**config.mk**
```make
export PLATFORM = sky130hd
export DESIGN_NAME = regfile_wb_arbiter
export DESIGN_NICKNAME = d
export VERILOG_FILES = /design/src/rtl/rf_pkg.sv /design/src/rtl/wb_slot.sv /design/src/rtl/regfile_wb_arbiter.sv
export SDC_FILE = /design/constraint.sdc
export NUM_CORES = 1
export LEC_CHECK = 0
export CAP_MARGIN = 5
export CORE_MARGIN = 2
export CORE_UTILIZATION = 44
export CTS_CLUSTER_DIAMETER = 80
export DETAILED_ROUTE_END_ITERATION = 12
export HOLD_SLACK_MARGIN = 0.12
export PLACE_DENSITY = 0.83
export SLEW_MARGIN = 0
export SYNTH_ARGS = -nofsm -noshare
export SYNTH_HDL_FRONTEND = slang
export SYNTH_SLANG_ARGS = --single-unit
export TNS_END_PERCENT = 5
```
**constraint.sdc**
```tcl
create_clock -name clk -period 1.8 [get_ports clk]
set_input_delay 0.18 -clock clk [delete_from_list [all_inputs] [get_ports clk]]
set_output_delay 0.18 -clock clk [all_outputs]
set_load 0.03 [all_outputs]
```
**src/rtl/rf_pkg.sv**
```systemverilog
// Shared types for the register-file writeback arbiter.
// Widths, the held write request, and the source identifiers.
package rf_pkg;

    localparam int XLEN     = 32;
    localparam int REG_AW   = 5;
    localparam int NUM_REGS = 2 ** REG_AW;

    typedef struct packed {
        logic [REG_AW-1:0] wa;
        logic [XLEN-1:0]   wd;
    } wb_req_t;

    typedef enum logic {
        SRC_ALU = 1'b0,
        SRC_LSU = 1'b1
    } src_e;

endpackage

```
**src/rtl/wb_slot.sv**
```systemverilog
// One-entry writeback holding slot; a write accepted at an edge is visible the next cycle.
// ready_o is high when empty or when the slot is being granted (pass-through refill); x0 writes are dropped.
module wb_slot
    import rf_pkg::*;
(
    input  logic    clk,
    input  logic    rst_n,
    input  logic    valid_i,
    output logic    ready_o,
    input  wb_req_t req_i,
    input  logic    grant_i,
    output logic    vld_o,
    output wb_req_t req_o,
    output logic    load_o
);

    logic    valid_q, valid_d;
    wb_req_t req_q, req_d;

    assign ready_o = rst_n && (!valid_q || grant_i);
    // The handshake completes for x0, but nothing is held for it.
    assign load_o  = valid_i && ready_o && (req_i.wa != '0);

    always_comb begin
        valid_d = valid_q;
        req_d   = req_q;
        if (grant_i) begin
            valid_d = 1'b0;
        end
        if (load_o) begin
            valid_d = 1'b1;
            req_d   = req_i;
        end
    end

    always_ff @(posedge clk) begin
        if (!rst_n) begin
            valid_q <= 1'b0;
            req_q   <= '0;
        end else begin
            valid_q <= valid_d;
            req_q   <= req_d;
        end
    end

    assign vld_o = valid_q;
    assign req_o = req_q;

endmodule

```
**src/rtl/regfile_wb_arbiter.sv**
```systemverilog
// Arbitrates ALU and LSU writebacks onto the single register-file write port, oldest first.
// A write accepted at edge N is driven during the following cycle; the losing full slot back-pressures its source.
module regfile_wb_arbiter
    import rf_pkg::*;
(
    input  logic                clk,
    input  logic                rst_n,
    input  logic                alu_valid_i,
    output logic                alu_ready_o,
    input  logic [REG_AW-1:0]   alu_wa_i,
    input  logic [XLEN-1:0]     alu_wd_i,
    input  logic                lsu_valid_i,
    output logic                lsu_ready_o,
    input  logic [REG_AW-1:0]   lsu_wa_i,
    input  logic [XLEN-1:0]     lsu_wd_i,
    output logic                rf_we_o,
    output logic [REG_AW-1:0]   rf_wa_o,
    output logic [XLEN-1:0]     rf_wd_o,
    output logic [NUM_REGS-1:0] pend_o,
    output logic                idle_o
);

    logic    alu_vld, lsu_vld;
    logic    alu_gnt, lsu_gnt;
    logic    alu_load, lsu_load;
    wb_req_t alu_req, lsu_req;
    src_e    older_q, older_d;

    wb_slot u_alu_slot (
        .clk     (clk),
        .rst_n   (rst_n),
        .valid_i (alu_valid_i),
        .ready_o (alu_ready_o),
        .req_i   ('{wa: alu_wa_i, wd: alu_wd_i}),
        .grant_i (alu_gnt),
        .vld_o   (alu_vld),
        .req_o   (alu_req),
        .load_o  (alu_load)
    );

    wb_slot u_lsu_slot (
        .clk     (clk),
        .rst_n   (rst_n),
        .valid_i (lsu_valid_i),
        .ready_o (lsu_ready_o),
        .req_i   ('{wa: lsu_wa_i, wd: lsu_wd_i}),
        .grant_i (lsu_gnt),
        .vld_o   (lsu_vld),
        .req_o   (lsu_req),
        .load_o  (lsu_load)
    );

    // Grants are suppressed during reset so held writes are discarded, never written.
    always_comb begin
        alu_gnt = rst_n && alu_vld && (!lsu_vld || (older_q == SRC_ALU));
        lsu_gnt = rst_n && lsu_vld && (!alu_vld || (older_q == SRC_LSU));
    end

    // A freshly loaded slot is always the younger one; same-edge loads favour the load (LSU) as older.
    always_comb begin
        older_d = older_q;
        if (alu_load) begin
            older_d = SRC_LSU;
        end else if (lsu_load) begin
            older_d = SRC_ALU;
        end
    end

    always_ff @(posedge clk) begin
        if (!rst_n) begin
            older_q <= SRC_ALU;
        end else begin
            older_q <= older_d;
        end
    end

    always_comb begin
        rf_we_o = 1'b0;
        rf_wa_o = '0;
        rf_wd_o = '0;
        if (alu_gnt) begin
            rf_we_o = 1'b1;
            rf_wa_o = alu_req.wa;
            rf_wd_o = alu_req.wd;
        end else if (lsu_gnt) begin
            rf_we_o = 1'b1;
            rf_wa_o = lsu_req.wa;
            rf_wd_o = lsu_req.wd;
        end
    end

    always_comb begin
        pend_o = '0;
        if (alu_vld) begin
            pend_o[alu_req.wa] = 1'b1;
        end
        if (lsu_vld) begin
            pend_o[lsu_req.wa] = 1'b1;
        end
        pend_o[0] = 1'b0;
    end

    assign idle_o = !alu_vld && !lsu_vld;

endmodule

```
==> impl_metrics.toml <==
[placed_design]
place_inst = 702
pre_cts_slack_ns = -0.267
numPortBuffers = 149
post_dp_cell_area_um2 = 5330
dpl.hpwl_um = 8520
place_congestion = 0.933

[detailed_routing]
vias = 4087
drc = 0
dr.first_iter.drc_count = 179
routedWlPerCell_um = 17.0
finalWirelength_um = 12200
ant_nets = 0
vias_per_cell = 5.68
first_pass_iters = 4

[synth]
syn-instance-count = 468
yosys_warnings = 0
synth_nets = 546
synth_area_leaders = "dfxtp_1, o21ai_2, nand3_1"
synth-edff-count = 0
synth_top_cell_by_area = "dfxtp_1"
ys_seq_area_frac = 0.400
synth_top_area_share = 0.400
syn_avg_cell_area_um2 = 8.23
synth_ff_type = "dfxtp_1"
synth.distinct_cells = 28
async_reset_ff_frac = 0
synth-seq-cells = 77
netlist_area_um2 = 3850

[setup_path]
max_stage_delay_ns = 0.41
path_class = "reg -> out"
crit_chain = "buf_4, or3_4, o22ai_1, buf_4"
required_ns = 1.62
arrival_ns = 1.62
cp-end-kind = "output pin"
path_max_fanout = 8
start_kind = "flop"
cp_common_cell = "buf_4"
cpMaxStageDelayCell = "or3_4"

[timing]
final.setup.tns_ns = -0.00186
clock_skew_ns = 0.00991
relSlewSlack = 0.601
rsz0062_at_grt = "true"
worst_pin_slew_ns = 0.598
finalWorstSetupSlack_ns = -0.00186
max_clock_freq_mhz = 555
finalHoldViolations = 0
period_minus_slack_ns = 1.80
setup_viol = 1
slew_violations = 0
finalCritPeriodShare = 1.00

[die]
start_util = 0.448
fp.dieW_um = 97.5
die_area_um2 = 9510
dieHeight_um = 97.5
io_pins = 151
core-area_um2 = 8590
num_rows = 34

[global_route]
grt_pass1_vias = 4076
grt_overflow_total = 0
grt_pass1_wl_um = 19300
grtUsageTotal = 0.244
antenna_found_initial = 0
grt_start_max_net_pins = 51

[power_and_ir_drop]
power_density_nw_per_um2 = 770
clkPwrFrac = 0.355
p_int_uw = 3250
p_sw_uw = 1230
switching_share = 0.275
p_leak_uw = 0.00226
seqPwrFrac = 0.432
ir_drop_mv = 0.414
comb_power_share = 0.213

[run_status]
status = "finished with violations"
violations = "negative setup slack"

[clock_network]
root_buffer = "clkbuf_8"
clkLatencyLatePin_ns = 0.34
cts_made_buffers = 9
clock_sinks = 77
cts_tree = "yes"
cts_buffer_depth = 2
hold_buffers = 0
htreeDepth = 3
clk_pin_slew_ns = 0.07

[layout]
syn2layout_area_growth_pct = 51.2
final_nets = 684
stdcell_area_um2 = 5820
antenna_cells = 0
drive_gt1_frac = 0.339
finalNonFillerCells = 719

[worst_hold_path]
hold_class = "in -> reg"

[run]
cap_violations = 0
-- layout make-up --
| cell class | instances | area, um^2 |
|---|---|---|
| multi-input cells | 337 | 2190 |
| repair buffers | 179 | 1680 |
| clock inverters | 6 | 109 |
| clock buffers | 10 | 138 |
| flip-flops and latches | 77 | 1570 |
| well taps | 108 | 135 |
| inverters | 2 | 7.51 |
| fillers | 700 | 2770 |
-- layout by cell type (no fill, tap or decap), types with 2 or more instances in the layout --
cell	synthesis	final
a22o_1	37	36
and2_4	2	2
buf_12	0	5
buf_4	1	72
buf_6	9	22
bufinv_16	0	3
clkbuf_8	0	10
clkdlybuf4s50_1	0	78
clkinv_2	0	2
dfxtp_1	77	68
dfxtp_2	0	4
dfxtp_4	0	5
inv_1	2	2
nand2_1	77	77
nand3_1	78	76
nand3_2	0	2
nand3b_1	10	10
nor2_1	5	5
o21a_1	5	5
o21ai_0	25	25
o21ai_2	50	50
o22ai_1	31	18
o22ai_2	0	13
or3_4	0	2
or3b_4	0	5
-- synthesized netlist by cell type (2+ instances only) --
cell and instances:
and2_4 2, nand2_1 77, nand3b_1 10, dfxtp_1 77
o21ai_0 25, nor2_1 5, or3b_2 5, a22o_1 37
buf_6 9, o21a_1 5, o21ai_2 50, o22ai_1 31
nand3_1 78, buf_1 5, inv_1 2, clkbuf_1 36
or3_1 3
-- power by group through the flow --
| stage | Clock [uW] | Sequential (uW) | Combinational [uW] |
|---|---|---|---|
| 3_3_place_gp | 0 | 1960 | 875 |
| 4_1_cts | 1610 | 1930 | 917 |
| 2_1_floorplan | 0 | 1920 | 539 |
| 6_report | 1590 | 1930 | 956 |
| 3_5_place_dp | 0 | 1970 | 894 |
| 5_1_grt | 1670 | 1950 | 1020 |
-- critical path: cells and delay by family, from the launching register on --
kind	cells	cell delay (ns)
simple gates	1	0.41
flops	1	0.38
buf+inv	2	0.34
compound gates	1	0.17
-- flip-flops by register name, summed over array words and instances (netlist names) --
signal,cells
older_q,1
u_alu_slot.req_o,37
u_alu_slot.vld_o,1
u_lsu_slot.req_o,37
u_lsu_slot.vld_o,1
-- cells by family after synthesis --
kind of cell | share of synthesized area
AO/OA/AOI/OAI | 0.296
flip-flops | 0.400
AND/OR/NAND/NOR | 0.231
other | 0.000974
buffers and inverters | 0.0715
-- layer usage --
metal | part of all wire | GRT usage | vias to the layer above | wire length, um
met5 | 0 | 0 | - | 0
met4 | 0.020 | 0.0769 | 0 | 246
met3 | 0.072 | 0.0489 | 20 | 878
met2 | 0.50 | 0.435 | 175 | 6140
met1 | 0.40 | 0.294 | 1917 | 4930
li1 | - | - | 1975 | -
-- per-stage QoR --
| step | util | hold slack [ns] | total power, uW |
|---|---|---|---|
| floorplan | - | 0.310 | 2460 |
| global placement | 0.620 | 0.447 | 2840 |
| detailed placement | 0.620 | 0.449 | 2860 |
| CTS | 0.657 | 0.178 | 4460 |
| global route | 0.677 | 0.205 | 4640 |
| finish | 0.677 | 0.193 | 4480 |
-- path summary, 6_finish.rpt --
kind,from,endpoint,slack (ns),depth (start not counted)
setup / recovery,u_lsu_slot.req_o[36]$_SDFFE_PN0P_,pend_o[1],-0.002,4
hold / removal,rst_n,older_q$_SDFFE_PN0P_,0.19,2
setup reg to reg,u_lsu_slot.vld_o$_SDFFE_PN0P_,u_lsu_slot.req_o[30]$_SDFFE_PN0P_,0.12,5
hold reg to reg,u_alu_slot.req_o[4]$_SDFFE_PN0P_,u_alu_slot.req_o[4]$_SDFFE_PN0P_,0.46,2
-- repair_timing --
| item | 4_1_cts | 5_1_grt |
|---|---|---|
| resized for setup | 21 | 47 |
| pin swaps | 1 | 11 |
| gates cloned | 0 | 0 |
| setup endpoints to repair | 70 | 45 |
| setup buffers | 1 | 1 |
Power figures use the tool's default switching activity.
